===== src/rtl/boolean_sweep_ctrl_pkg.sv =====
// Shared definitions for the Boolean truth-table sweep controller.
package boolean_sweep_ctrl_pkg;

    typedef enum logic [1:0] {
        S_IDLE   = 2'd0,
        S_DRIVE  = 2'd1,
        S_SAMPLE = 2'd2,
        S_DONE   = 2'd3
    } state_t;

    localparam int unsigned N_IN_DEFAULT = 3;

    // vec_out bit order: A is the MSB, C the LSB.
    localparam int unsigned VEC_A_BIT = 2;
    localparam int unsigned VEC_B_BIT = 1;
    localparam int unsigned VEC_C_BIT = 0;

    function automatic int unsigned n_vec(input int unsigned n_in);
        return 32'd1 << n_in;
    endfunction

endpackage


===== src/rtl/boolean_sweep_ctrl_settle_timer.sv =====
// Loadable down counter that times how long each vector is held before F is sampled.
module settle_timer
    import boolean_sweep_ctrl_pkg::*;
#(
    parameter int unsigned SETTLE_CYCLES = 1
) (
    input  logic clk,
    input  logic rst,
    input  logic load_i,
    input  logic dec_i,
    output logic cnt_zero_o
);

    localparam int unsigned W = $clog2(SETTLE_CYCLES + 1);

    logic [W-1:0] cnt_q, cnt_d;

    // Next count: reload takes priority, decrement stops at zero.
    always_comb begin
        cnt_d = cnt_q;
        if (load_i) begin
            cnt_d = W'(SETTLE_CYCLES - 1);
        end else if (dec_i && (cnt_q != '0)) begin
            cnt_d = cnt_q - 1'b1;
        end
    end

    // Counter register.
    always_ff @(posedge clk or posedge rst) begin
        if (rst) begin
            cnt_q <= '0;
        end else begin
            cnt_q <= cnt_d;
        end
    end

    assign cnt_zero_o = (cnt_q == '0);

endmodule


===== src/rtl/boolean_sweep_ctrl.sv =====
// Walks every input vector of the Boolean datapath, captures F into a truth table
// and compares it against a golden table latched at start.
module boolean_sweep_ctrl
    import boolean_sweep_ctrl_pkg::*;
#(
    parameter int unsigned N_IN          = N_IN_DEFAULT,
    parameter int unsigned SETTLE_CYCLES = 1
) (
    input  logic                  clk,
    input  logic                  rst,
    input  logic                  start,
    input  logic [(1<<N_IN)-1:0]  expected,
    input  logic                  f_in,
    output logic [N_IN-1:0]       vec_out,
    output logic                  busy,
    output logic                  done,
    output logic                  pass,
    output logic [(1<<N_IN)-1:0]  truth_out,
    output logic [N_IN-1:0]       fail_idx,
    output logic [N_IN:0]         fail_count
);

    localparam int unsigned N_VEC = n_vec(N_IN);
    localparam logic [N_IN-1:0] LAST_IDX = N_IN'(N_VEC - 1);

    state_t            state_q, state_d;
    logic [N_IN-1:0]   idx_q, idx_d;
    logic [N_VEC-1:0]  exp_q, exp_d;
    logic [N_VEC-1:0]  truth_q, truth_d;
    logic [N_IN-1:0]   fidx_q, fidx_d;
    logic [N_IN:0]     fcnt_q, fcnt_d;
    logic              pass_q, pass_d;

    logic              tmr_load;
    logic              tmr_dec;
    logic              tmr_zero;

    settle_timer #(
        .SETTLE_CYCLES (SETTLE_CYCLES)
    ) u_settle_timer (
        .clk        (clk),
        .rst        (rst),
        .load_i     (tmr_load),
        .dec_i      (tmr_dec),
        .cnt_zero_o (tmr_zero)
    );

    // Sweep sequencing, sampling and mismatch bookkeeping.
    always_comb begin
        state_d  = state_q;
        idx_d    = idx_q;
        exp_d    = exp_q;
        truth_d  = truth_q;
        fidx_d   = fidx_q;
        fcnt_d   = fcnt_q;
        pass_d   = pass_q;
        tmr_load = 1'b0;
        tmr_dec  = 1'b0;

        case (state_q)
            S_IDLE: begin
                if (start) begin
                    exp_d    = expected;
                    idx_d    = '0;
                    truth_d  = '0;
                    fidx_d   = '0;
                    fcnt_d   = '0;
                    pass_d   = 1'b0;
                    tmr_load = 1'b1;
                    state_d  = S_DRIVE;
                end
            end

            S_DRIVE: begin
                if (tmr_zero) begin
                    state_d = S_SAMPLE;
                end else begin
                    tmr_dec = 1'b1;
                end
            end

            S_SAMPLE: begin
                truth_d[idx_q] = f_in;
                if (f_in != exp_q[idx_q]) begin
                    fcnt_d = fcnt_q + 1'b1;
                    if (fcnt_q == '0) begin
                        fidx_d = idx_q;
                    end
                end
                if (idx_q == LAST_IDX) begin
                    // Verdict is registered with the last sample so it is valid during DONE.
                    pass_d  = (fcnt_d == '0);
                    state_d = S_DONE;
                end else begin
                    idx_d    = idx_q + 1'b1;
                    tmr_load = 1'b1;
                    state_d  = S_DRIVE;
                end
            end

            S_DONE: begin
                state_d = S_IDLE;
            end

            default: begin
                state_d = S_IDLE;
            end
        endcase
    end

    // State and result registers.
    always_ff @(posedge clk or posedge rst) begin
        if (rst) begin
            state_q <= S_IDLE;
            idx_q   <= '0;
            exp_q   <= '0;
            truth_q <= '0;
            fidx_q  <= '0;
            fcnt_q  <= '0;
            pass_q  <= 1'b0;
        end else begin
            state_q <= state_d;
            idx_q   <= idx_d;
            exp_q   <= exp_d;
            truth_q <= truth_d;
            fidx_q  <= fidx_d;
            fcnt_q  <= fcnt_d;
            pass_q  <= pass_d;
        end
    end

    // Datapath drive and status decode.
    always_comb begin
        busy    = (state_q == S_DRIVE) || (state_q == S_SAMPLE);
        done    = (state_q == S_DONE);
        vec_out = busy ? idx_q : '0;
    end

    assign pass       = pass_q;
    assign truth_out  = truth_q;
    assign fail_idx   = fidx_q;
    assign fail_count = fcnt_q;

endmodule


===== config.mk =====
export PLATFORM = sky130hd
export DESIGN_NAME = boolean_sweep_ctrl
export DESIGN_NICKNAME = d
export VERILOG_FILES = /design/src/rtl/boolean_sweep_ctrl_pkg.sv /design/src/rtl/boolean_sweep_ctrl_settle_timer.sv /design/src/rtl/boolean_sweep_ctrl.sv
export SDC_FILE = /design/constraint.sdc
export NUM_CORES = 1
export LEC_CHECK = 0
export CORE_ASPECT_RATIO = 1.4
export CORE_MARGIN = 1
export CORE_UTILIZATION = 45
export CTS_BUF_LIST = sky130_fd_sc_hd__clkbuf_8 sky130_fd_sc_hd__clkbuf_16
export CTS_CLUSTER_DIAMETER = 80
export DETAILED_ROUTE_END_ITERATION = 8
export PLACE_DENSITY = 0.78
export SLEW_MARGIN = 30
export SYNTH_ARGS = -nofsm -noshare
export SYNTH_HDL_FRONTEND = slang
export SYNTH_SLANG_ARGS = --single-unit

===== constraint.sdc =====
create_clock -name clk -period 2.4 [get_ports clk]
set_input_delay 0.48 -clock clk [delete_from_list [all_inputs] [get_ports clk]]
set_output_delay 0.48 -clock clk [all_outputs]
set_load 0.05 [all_outputs]

==> results.md <==
- Status: finished, final reports clean
- Initial antenna violation count: 0
- Post-Syn Area: 1780 um^2
- Share of cells above drive strength 1: 14.2%
- GRT Util Overall: 20.3%
- Synth area leader: dfrtp_1
- WL final: 3.84 mm
- Gr ovfl total: 0
- Starting DRT DRC Count: 45
- Worst rel slew slack: 66.6%
- HPWL Detailed: 2.72 mm
- Chip height: 76.4 um
- Cts bufs inserted: 5
- First-pass GRT wire length: 6.22 mm
- Syn Inst Count: 191
- NetSw: 1.32 mW
- Chip width: 55.1 um
- Max Cap Viol: 0
- CTS max path bufs: 2
- Antenna diodes: 0
- Top post-synthesis cells by count: dfrtp_1, o21ai_0, nand2_1
- Setup TNS: 0 ns
- Synth top area share: 42.2%
- Core area: 3710 um^2
- Number of global-route vias before repair: 1423
- Period utilization: 91.0%
- Setup violations, final: 0
- PD cells: 1300 nW/um^2
- Boundary Pins: 33
- Switching Share: 45.8%
- Worst-case vdd ir drop: 0.928 mV
- Worst path cell trace: clkdlybuf4s50_1
- Reported leakage power: 0.996 nW
- CP max stage cell: clkdlybuf4s50_1
- Critical path's largest stage delay: 0.87 ns
- Post-synth top flop: dfrtp_1
- Fill count: 339
- Sequential cell fraction of total power: 28.1%
- Register bit total from synthesis: 30
- Num Clock Sinks: 30
- Drt pass-1 iters: 6
- IO buf count: 32
- Area grow syn2layout: 25.6%
- Setup CP Type: flip-flop to primary output
- Comb pwr share: 54.5%
- CTS tree: built
- Crit path max-delay family: buffers and inverters
- Minimum clock period after layout: 2.18 ns
- Final nets: 245
- DRC viols: 0
- Clock Tree Root: clkbuf_8
- Setup crit end kind: primary output
- Routed Antenna Nets: 0
- Core Rows: 26
- Hold Fails Final Rpt: 0
- HP Class: flip-flop to flip-flop
- H-tree levels: 2
- Sequential fraction of the synthesis area: 42.2%
- Skew final: 0.00558 ns
- Post-synthesis cell type count: 44
- CTS resizes: 0
- Slew Limit Fails: 0
- Worst endpoint required time: 1.92 ns
- Initial Utilization: 47.9%
- Synth Net Count: 212
- Clock Latency Late Sink: 0.29 ns
- Crit start category: flip-flop
- Slew at the pin closest to its max-slew limit: 0.500 ns
- WP data arrival: 1.70 ns
- Synth area leaders: dfrtp_1, ha_1, o21ai_0
- Post-CTS Hold Buffers: 0
- Total of warnings raised by yosys: 0
- Post-CTS Setup Inserts: 0
- Via-to-Cell Ratio: 5.67
- Internal Power: 1.57 mW
- Mean Syn Cell Area: 9.31 um^2
- Most common cell in the netlist: dfrtp_1
- RePlAce Congestion: 0.816
- Clk pwr share: 17.4%
- Vias: 1513
- RSZ-0062 raised after global routing: no
- Worst-path clk slew: 0.07 ns
- Count of flip-flops with a built-in enable after synthesis: 0
- Largest net degree at the start of global routing: 31
- Asr flop ratio synth: 100%
- Hold Slack: 0.505 ns
- CP Max Fanout: 11
- Maximum clock rate: 458 MHz
- Die ar.: 4210 um^2
- Total power: 2.89 mW
- Number of buffer and inverter stages on the critical path: 1
- Wirelength per Cell: 14.4 um
## flip-flops by register name (all words and copies together), names as in the netlist
name and cells:
pass 1, u_settle_timer.cnt_q 1, truth_out 8, fail_idx 3, idx_q 3, exp_q 8, state_q 2, fail_count 4
## worst paths after layout
kind	from	to	slack (ns)	cells past startpoint
max in group asynchronous	rst	pass	1.56	3
min in group asynchronous	rst	state_q[0]	0.56	3
worst min register to register	exp_q[2]	exp_q[2]	0.51	1
worst min-delay path	exp_q[2]	exp_q[2]	0.51	1
worst max-delay path	fail_count[2]	fail_count[2]	0.22	1
worst max register to register	idx_q[2]	fail_count[2]	0.27	6
## cell type report
class / instances / area (um^2) / share of cell area, %
Clock buffer: 5 / 68.8 / 3.08
Clock inverter: 3 / 40.0 / 1.79
Inverter: 9 / 33.8 / 1.51
Multi-Input combinational cell: 140 / 932 / 41.7
Sequential cell: 30 / 751 / 33.6
Tap cell: 42 / 52.6 / 2.35
Timing Repair Buffer: 38 / 355 / 15.9
## cell usage in the layout (no fill, tap or decap), drive strengths merged, types with 7 or more instances in the layout
cell type      netlist  layout
inv                  9       9
nand2               16      16
o21ai               23      23
nor3                 7       7
buf                  5      10
clkdlybuf4s50        0      28
a21oi                9       9
dfrtp               30      30
ha                   9       9
mux2                 9       9
nor2                15      15
## logic make-up (layout without fill, tap and decap cells)
family                     after synthesis  count (layout)  synth area share [%]
muxes                                   14              14                  8.73
and+or+nand+nor                         62              62                  17.2
buffers and inverters                   21              55                  5.35
adders and majority gates                9               9                  6.33
AOI/OAI and AO/OA                       55              55                  20.1
DFF                                     30              30                  42.2
## routing by layer
layer | global-route usage, % | share of wire [%] | up-vias
li1 | - | - | 747
met1 | 25.0 | 42 | 716
met2 | 31.6 | 51 | 40
met3 | 4.99 | 4.0 | 10
met4 | 10.3 | 2.3 | 0
met5 | 0 | 0 | -
## power groups by stage
stage | registers (mW) | logic, mW | clock network [mW]
floorplan | 0.903 | 1.11 | 0
global placement | 0.817 | 1.56 | 0
detailed placement | 0.820 | 1.58 | 0
CTS | 0.812 | 1.58 | 0.512
global route | 0.834 | 1.72 | 0.537
finish | 0.812 | 1.58 | 0.504
## per-stage QoR
| stage | area, um^2 | setup WS [ns] | utilization, % | cells |
|---|---|---|---|---|
| global placement | 2120 | 0.147 | 57.3 | 259 |
| finish | 2230 | 0.216 | 60.2 | 267 |
| CTS | 2230 | 0.222 | 60.2 | 267 |
| floorplan | 1780 | 0.340 | - | 191 |
| global route | 2230 | 0.0758 | 60.2 | 267 |
| detailed placement | 2120 | 0.0852 | 57.3 | 259 |
Power figures use the tool's default switching activity.
